--- src/rtl/logic_decode_ctrl.sv ---
// rtl/logic_decode_ctrl.sv - decodes logic-op instructions, drives an external logic unit, returns its result
module logic_decode_ctrl #(
    parameter bit ZEXT_IMM = 1'b1
) (
    input  logic        clk,
    input  logic        rst,
    input  logic [31:0] instr,
    input  logic [31:0] rs_val,
    input  logic [31:0] rt_val,
    input  logic        instr_valid,
    output logic        instr_ready,
    output logic [31:0] log_x,
    output logic [31:0] log_y,
    output logic [2:0]  log_func,
    input  logic [31:0] log_c,
    output logic [31:0] res_data,
    output logic        res_illegal,
    output logic        res_valid,
    input  logic        res_ready
);

    typedef enum logic [1:0] {
        IDLE  = 2'd0,
        DRIVE = 2'd1,
        RESP  = 2'd2
    } state_t;

    state_t      state;
    logic [5:0]  opcode;
    logic [5:0]  funct;
    logic [31:0] imm_ext;
    logic        dec_legal;
    logic        dec_rtype;
    logic [2:0]  dec_func;
    logic        accept;
    logic        unused_instr_bits;

    assign opcode            = instr[31:26];
    assign funct             = instr[5:0];
    assign imm_ext           = ZEXT_IMM ? {16'h0000, instr[15:0]} : {{16{instr[15]}}, instr[15:0]};
    assign unused_instr_bits = ^instr[25:16];

    always_comb begin
        dec_legal = 1'b0;
        dec_rtype = 1'b0;
        dec_func  = 3'b000;
        case (opcode)
            6'b000001: begin
                dec_rtype = 1'b1;
                // R-type funct codes 0..4 line up with the logic-unit function codes
                if (funct <= 6'd4) begin
                    dec_legal = 1'b1;
                    dec_func  = funct[2:0];
                end
            end
            6'b000010: begin dec_legal = 1'b1; dec_func = 3'b000; end
            6'b000011: begin dec_legal = 1'b1; dec_func = 3'b001; end
            6'b000100: begin dec_legal = 1'b1; dec_func = 3'b010; end
            6'b000101: begin dec_legal = 1'b1; dec_func = 3'b011; end
            default: ;
        endcase
    end

    assign instr_ready = (state == IDLE) && !rst;
    assign res_valid   = (state == RESP);
    assign accept      = instr_valid && instr_ready;

    always_ff @(posedge clk or posedge rst) begin
        if (rst) begin
            state       <= IDLE;
            log_x       <= 32'h0;
            log_y       <= 32'h0;
            log_func    <= 3'b000;
            res_data    <= 32'h0;
            res_illegal <= 1'b0;
        end else begin
            case (state)
                IDLE: begin
                    if (accept) begin
                        if (dec_legal) begin
                            log_x    <= rs_val;
                            log_y    <= dec_rtype ? rt_val : imm_ext;
                            log_func <= dec_func;
                            state    <= DRIVE;
                        end else begin
                            // illegal ops skip the logic unit and leave its operands alone
                            res_data    <= 32'h0;
                            res_illegal <= 1'b1;
                            state       <= RESP;
                        end
                    end
                end
                DRIVE: begin
                    res_data    <= log_c;
                    res_illegal <= 1'b0;
                    state       <= RESP;
                end
                RESP: begin
                    if (res_ready) begin
                        state <= IDLE;
                    end
                end
                default: state <= IDLE;
            endcase
        end
    end

endmodule

--- config.mk ---
export PLATFORM = sky130hd
export DESIGN_NAME = logic_decode_ctrl
export DESIGN_NICKNAME = d
export VERILOG_FILES = /design/src/rtl/logic_decode_ctrl.sv
export SDC_FILE = /design/constraint.sdc
export NUM_CORES = 1
export LEC_CHECK = 0
export CELL_PAD_IN_SITES_DETAIL_PLACEMENT = 0
export CELL_PAD_IN_SITES_GLOBAL_PLACEMENT = 1
export CORE_AREA = 2 2 127 129
export CTS_CLUSTER_DIAMETER = 60
export CTS_CLUSTER_SIZE = 25
export DETAILED_ROUTE_END_ITERATION = 7
export DIE_AREA = 0 0 129 131
export GPL_TIMING_DRIVEN = 0
export PLACE_DENSITY_LB_ADDON = 0.1
export SLEW_MARGIN = 20
export SYNTH_ARGS = -nofsm -noshare
export SYNTH_HDL_FRONTEND = slang
export SYNTH_SLANG_ARGS = --single-unit
export TNS_END_PERCENT = 5
--- constraint.sdc ---
create_clock -name clk -period 4.45 [get_ports clk]
set_clock_uncertainty 0.1 [all_clocks]
set_input_delay 0.89 -clock clk [delete_from_list [all_inputs] [get_ports clk]]
set_output_delay 0.89 -clock clk [all_outputs]
set_load 0.05 [all_outputs]
### After elaboration in Yosys (flattened, before gate mapping)

Cells that the tools add are included.

| cells by class | value |
|---|---|
| equal/unequal tests | 10 |
| $lt $le $gt $ge | 1 |
| reductions and logical operators | 9 |
| muxes and demuxes | 16 |

Operators by type and width:

| cell | number |
|---|---|
| $mux W32 | 3 |
| $pmux W32 S2 | 1 |
| $eq A6 B2 Y1 const B | 2 |
| $eq A6 B3 Y1 const B | 2 |
| $pmux W3 S4 | 1 |
| $eq A6 B1 Y1 const B | 1 |
| $le A6 B3 Y1 const B | 1 |
| $mux W2 | 3 |
| $pmux W2 S3 | 1 |
| $reduce_and A3 Y1 | 2 |
| $mux W1 | 4 |
| $ne A2 B2 Y1 const B | 2 |
| $pmux W1 S2 | 2 |
| $reduce_or A4 Y1 | 1 |
| $mux W3 | 1 |
| $eq A2 B1 Y1 const B | 1 |
| $eq A2 B2 Y1 const B | 1 |
| $logic_and A1 B1 Y1 | 2 |
| $logic_not A2 Y1 | 1 |
| $ne A2 B1 Y1 const B | 1 |
| $reduce_and A2 Y1 | 1 |
| $reduce_bool A2 Y1 | 1 |
| $logic_not A1 Y1 | 1 |

| storage, ports and cells | value |
|---|---|
| register bits after elaboration | 102 |
| output and inout bits | 102 |
| input bits | 132 |

### Longest topological paths before layout

| logic depth | value |
|---|---|
| word-level depth | 6 |
| depth in mapped cells | 7 |
| gate-level depth less buffers | 5 |

### Worst setup path before layout

Ideal clock, no wire load.

| timing path | value |
|---|---|
| path kind | input-to-output |
| start point | input port rst |
| end point | output port instr_ready |
| required time | 3.460 ns |
| cell stages on the path | 1 |
| arrival | 1.935 ns |
| slack | 1.525 ns |
| path through | nor3_1 |

| on the way | value |
|---|---|
| cells in the longest elaborated chain, start to end | 2 |

RTL lines:

| item | line | text |
|---|---|---|
| from (decl) | 6 | `input logic rst,` |
| $logic_not A1 Y1 (no source line) | - |  |
| $logic_and A1 B1 Y1 | 64 | `assign instr_ready = (state == IDLE) && !rst;` |
| to (decl) | 11 | `output logic instr_ready,` |

No other way between the ends.

### Worst setup path in the final report

Ends and elaborated chain as after synthesis.

==> flow_summary.toml <==
[floorplan]
ioPinCount = 234
die_y_um = 131
start_util_pct = 28.2
rows = 46
design.core.area_mm2 = 0.0156
die_area_mm2 = 0.0169
fp.dieW_um = 129

[timing]
slew_violations = 0
period_needed_ns = 3.51
setup_violations = 0
max_slew_margin_pct = 49.2
tns_ns = 0
hold_viol = 0
period_share_pct = 78.8
postLayoutSetupSlackWorst_ns = 0.941
fmax_mhz = 285
hold_slack_ns = 0.385
rsz0062_at_grt = "false"
tightest_slew_ns = 0.763

[logic_synthesis]
synth_area_mm2 = 0.00441
synth_common_cells = "dfrtp_1 (102), nand2_1 (85), o21ai_0 (64)"
synthArstFlopShare_pct = 100
synthTopCellsByArea = "dfrtp_1 (58%), mux2_4 (9.9%), o21ai_0 (7.3%), nand2_1 (7.2%), a21oi_1 (3.6%)"
postSynthCellCount = 393
synth_ff_type = "dfrtp_1"
synth_edf_count = 0
avgSynthCellArea_um2 = 11.2
synth.distinct_cells = 33
yosysSeqAreaShare_pct = 57.9
synth_top_cell_by_area = "dfrtp_1"
synth_fp_nets = 525
yosys_register_bits = 102
synth_top_area_share_pct = 57.9
synthMostInstantiatedCell = "dfrtp_1"
yosys_warnings = 0

[global_routing]
track_usage_pct = 15.6
antenna_found_initial = 0
grt_max_degree = 53
gr-total-overflow = 0
grt_pass1_wl_um = 20300
grt_pass1_vias = 3857

[detailed_routing]
drt_iter0_drc = 128
first_pass_iters = 4
drc = 0
vias = 3750
ant_nets = 0
drt-wirelength-per-cell_um = 15.6
viasPerCell = 4.42
routed_wl_um = 13200

[job]
cap_violations = 0

[clock_tree]
cts_tree = "yes"
clkSlewWorstSetupHoldPaths_ns = 0.07
postCtsSetupRepairBufs = 0
numCtsBuffers = 9
clockBufferDepth = 2
cts_max_level = 3
ctsHoldBuffers = 0
root_buffer = "clkbuf_16"
cts.sinks = 102
cts-resized-gates = 0
clock_latency_ns = 0.35

[power_and_ir_drop]
clockPowerShare_pct = 29.8
comb_power_share_pct = 32.4
power.total_uw = 2900
powerDensity_mw_per_mm2 = 399
seq_power_share_pct = 37.8
p_leak_uw = 0.00303
switching_share_pct = 33.8
cell_internal_pwr_uw = 1920
ir_worst_vdd_mv = 0.206
switchingPower_uw = 980

[layout]
nNetsFinal = 760
stdcell_count = 849
area_growth_pct = 64.9
n_antenna_cell = 0
drive_above_1_share_pct = 9.79

[setup_path]
slowest_delay_ns = 0.87
slowest_stage = "clkdlybuf4s50_1"
path_delay_family = "buffers and inverters"
required_ns = 3.46
crit_fanout = 3
cpMostUsedCell = "clkdlybuf4s50_1"
startpoint_type = "input pin"
startpoint = "rst"
critical_path.cell_chain = "clkdlybuf4s50_1, nor3_1, clkdlybuf4s50_1"
critPathCaptureType = "output pin"
crit_type = "in2out"
critical_path_arrival_ns = 2.52
critPathBufInv = 2
r2r_start = "state[0]"

[placement]
placed_cells = 833
place.gp.congestion = 0.722
detailedPlace.worstSlack_ns = 0.952
hpwl_um = 9870
place.port_buffers = 223

[hold_path]
hold_class = "reg2reg"
holdCritStartpoint = "log_func[2]"

[status]
status = "complete, no violations"
-- cell families after synthesis --
| kind of cell | after synthesis | synth area share (%) |
|---|---|---|
| AOI/OAI and AO/OA | 107 | 13.1 |
| and+or+nand+nor | 102 | 10.3 |
| buffers and inverters | 34 | 4.40 |
| DFF | 102 | 57.9 |
| muxes | 48 | 14.3 |
-- sequential cells by signal (all words and copies together) (netlist names) --
name / cells
log_x: 32
log_y: 32
res_illegal: 1
state: 2
log_func: 3
res_data: 32
-- cells in the final DEF (no fill, tap or decap), types with 2 or more instances in the layout --
| cell type | count |
|---|---|
| clkinv_2 | 2 |
| o21ai_1 | 3 |
| nor3_2 | 2 |
| dfrtp_1 | 102 |
| a21oi_1 | 32 |
| clkdlybuf4s50_1 | 223 |
| nand3_1 | 3 |
| buf_12 | 3 |
| inv_1 | 3 |
| mux2_2 | 3 |
| a21o_1 | 2 |
| mux2_4 | 29 |
| bufinv_16 | 2 |
| clkbuf_1 | 23 |
| o21ai_0 | 64 |
| nor3_1 | 2 |
| buf_2 | 2 |
| clkbuf_16 | 9 |
| mux2i_1 | 16 |
| nand2_1 | 85 |
| a211o_1 | 2 |
| inv_8 | 2 |
-- power by group through the flow --
stage	combinational [uW]	clock (uW)	sequential, uW
global route	981	921	1110
floorplan	174	0	1490
CTS	949	886	1100
detailed placement	947	0	1110
finish	938	862	1100
global placement	939	0	1110
-- worst register-to-register path, cell delays in order, from the launching register on --
cell	delay [ns]
dfrtp_1	0.44
nor4b_4	0.41
nand3_2	0.26
or2_1	0.29
buf_6	0.15
inv_8	0.09
buf_12	0.15
mux2_4	0.30
-- through the flow --
step	util (%)	area, um2
6_report	46.6	7260
3_5_place_dp	44.5	6940
3_3_place_gp	44.3	6910
5_1_grt	46.6	7260
2_1_floorplan	-	4410
4_1_cts	46.6	7260
-- final timing paths --
path,to,slack [ns],cells after the start
worst max register to register,log_x[18],2.15,7
min in group asynchronous,state[0],0.97,2
worst min register to register,log_func[2],0.39,1
max in group asynchronous,log_func[2],2.66,3
worst max-delay path,instr_ready,0.94,3
worst min-delay path,log_func[2],0.39,1
-- per-layer routing --
layer,vias up,wire (um),track usage (%)
li1,1813,-,-
met1,1790,5820,20.3
met2,135,6250,24.2
met3,12,963,4.80
met4,0,209,6.33
met5,-,0,0
-- layout make-up --
type	instances	area [um2]
buffer	29	168
clock buffer	9	225
clock inverter	7	97.6
fill	1488	8330
inverter	5	31.3
multi-input combinational	257	1660
sequential	102	2550
tap	216	270
timing repair buffer	224	2260
(Power assumes the default switching activity.)
==> edit: new RTL, same settings <==
Encoding of `state_t`: now one-hot (3 bits for 3 states).
--- a/src/rtl/logic_decode_ctrl.sv
+++ b/src/rtl/logic_decode_ctrl.sv
@@ -19,10 +19,10 @@
     input  logic        res_ready
 );
 
-    typedef enum logic [1:0] {
-        IDLE  = 2'd0,
-        DRIVE = 2'd1,
-        RESP  = 2'd2
+    typedef enum logic [2:0] {
+        IDLE  = 3'b001,
+        DRIVE = 3'b010,
+        RESP  = 3'b100
     } state_t;
 
     state_t      state;
Formal check against the unedited RTL: no difference found for any inputs over 4 cycles, from zero or initial values and one cycle with rst high; so few cycles prove little.
==> edit against the original RTL <==
- worst setup slack got worse by 210 ps
- highest routed layer unchanged
- synthesized area fell by 1.3%
- cell count is 7.2% lower
- total power decreased by 1.6%
- routed wire length decreased by 3.1%
- sequential cell count is 1 higher
- cell area decreased by 0.48%
==> edit: results (changes against the original RTL) <==
Outcome: finished clean (unchanged)
Final WL: 12800 µm (was 13200 µm)
Clock buffer depth: 2 (unchanged)
Synth unique cells: 39 (was 33)
Clk_lat worst skew: 350 ps (about the same)
Global-route wire length before repair: 19500 µm (was 20300 µm)
CTS root buf: clkbuf_16 (unchanged)
# Post-CTS Setup Buffers: 0 (unchanged)
Gp weighted congestion: 0.690 (was 0.722)
Num CTS Buffers: 9 (unchanged)
Synth warn: 0 (unchanged)
Sequential area share after synthesis: 0.593 (was 0.579)
Hpwl dp: 9610 µm (was 9870 µm)
Final nets: 699 (was 760)
Top cells by instance count after synthesis: dfrtp_1, o21ai_0, a22o_1 (was dfrtp_1, nand2_1, o21ai_0)
Worst slack at placement: 708 ps (was 952 ps)
Layout cell share with drive strength beyond 1: 0.115 (was 0.0979)
Biggest regs: log_x: 32 flops, log_y: 32 flops, res_data: 32 flops (unchanged)
Post-CTS Hold Buffers: 0 (unchanged)
# diodes: 0 (unchanged)
Hold Path Class: reg -> reg (unchanged)
Pin count of the biggest net entering global routing: 60 (was 53)
1st-iter DRT viols: 133 (was 128)
Total Routing Usage GR: 0.150 (was 0.156)
Via count: 3580 (was 3750)
Leakage: 3.07 nW (was 3.03 nW)
Post-route antenna net violation count: 0 (unchanged)
Data arrival, critical path: 2730 ps (was 2520 ps)
Reg clk slew, reported paths: 60 ps
Port Buffers: 223 (unchanged)
Worst rel slew slack: 0.469 (was 0.492)
Syn nets: 464 (was 525)
H-tree levels: 3 (unchanged)
Pre-Repair DR Iteration Count: 4 (unchanged)
Ys async rst share: 1.00 (unchanged)
Worst ir drop on vdd: 0.000292 V (was 0.000206 V)
Initial antenna violation count: 0 (unchanged)
Max Fanout on Critical Path: 4 (was 3)
Area contributors post-synth: dfrtp_1, mux2_4, o21ai_0, a22o_1, mux2i_1 (was dfrtp_1, mux2_4, o21ai_0, nand2_1, a21oi_1)
Via count of the first global-routing pass: 3659 (was 3857)
Cts repair resizes: 0 (unchanged)
==> edit: changes by cell type after synthesis, moves of 3 or more <==
cell      delta
a21oi_1     -31
nand2b_1     +3
clkbuf_1     -8
o21ai_0      +3
nor2_1       +3
nand2_1     -63
a22o_1      +32
==> edit: cell type report <==
type	count	area, µm²
plain buffers	23	148
clock buffers	11	243
clock inverters	5	104
fillers	1445	8370
inverters	5	31.3
multi-input cells	201	1590
flip-flops and latches	103	2580
well taps	216	270
repair buffers	224	2260
==> edit: layer usage <==
metal,routed length (µm),vias to the layer above,part of all wire,GRT usage
met5,0,-,0,0
met4,239,0,0.019,0.0460
met3,1180,16,0.092,0.0696
met2,5720,152,0.45,0.227
met1,5690,1734,0.44,0.193
li1,-,1678,-,-
==> edit: worst paths after layout <==
path	to	cells past startpoint	start	slack [ps]
worst max-delay path	instr_ready	3	rst	730
worst min-delay path	res_data[0]$_DFFE_PP0P_	1	res_data[0]$_DFFE_PP0P_	400
worst max register to register	log_x[20]$_DFFE_PP0P_	7	state[0]$_DFFE_PP1P_	2130
worst min register to register	res_data[0]$_DFFE_PP0P_	1	res_data[0]$_DFFE_PP0P_	400
max in group asynchronous	res_data[28]$_DFFE_PP0P_	3	rst	2660
min in group asynchronous	log_y[30]$_DFFE_PP0P_	2	rst	940
==> edit: where the power goes <==
part	switching (W)	total (W)	internal, W
Clock	0.000354	0.000921	0.000567
Combinational	0.000489	0.000843	0.000355
Sequential	0.0000551	0.00109	0.00103
==> edit: cell families (layout without fill, tap and decap cells) <==
logic type | Yosys count | after routing | share of synthesized area
DFF | 103 | 103 | 0.593
buffers and inverters | 28 | 268 | 0.0400
AOI/OAI and AO/OA | 111 | 111 | 0.166
muxes | 48 | 48 | 0.145
xor gates and xnor gates | 1 | 1 | 0.00202
and+or+nand+nor | 41 | 41 | 0.0535
==> edit: metrics by stage <==
stage | cell area [µm²] | TNS [ps] | std cells | power, W
after global routing | 7230 | 0 | 788 | 0.00299
after detailed placement | 6880 | 0 | 772 | 0.00195
after CTS | 7230 | 0 | 788 | 0.00290
final | 7230 | 0 | 788 | 0.00285
after global placement | 6850 | -109690 | 771 | 0.00194
after floorplan | 4350 | 0 | 332 | 0.00159
==> edit: critical path, cell delays in order <==
cell and delay [ps]:
clkdlybuf4s50_1 530, nor4b_4 400, clkdlybuf4s50_1 900
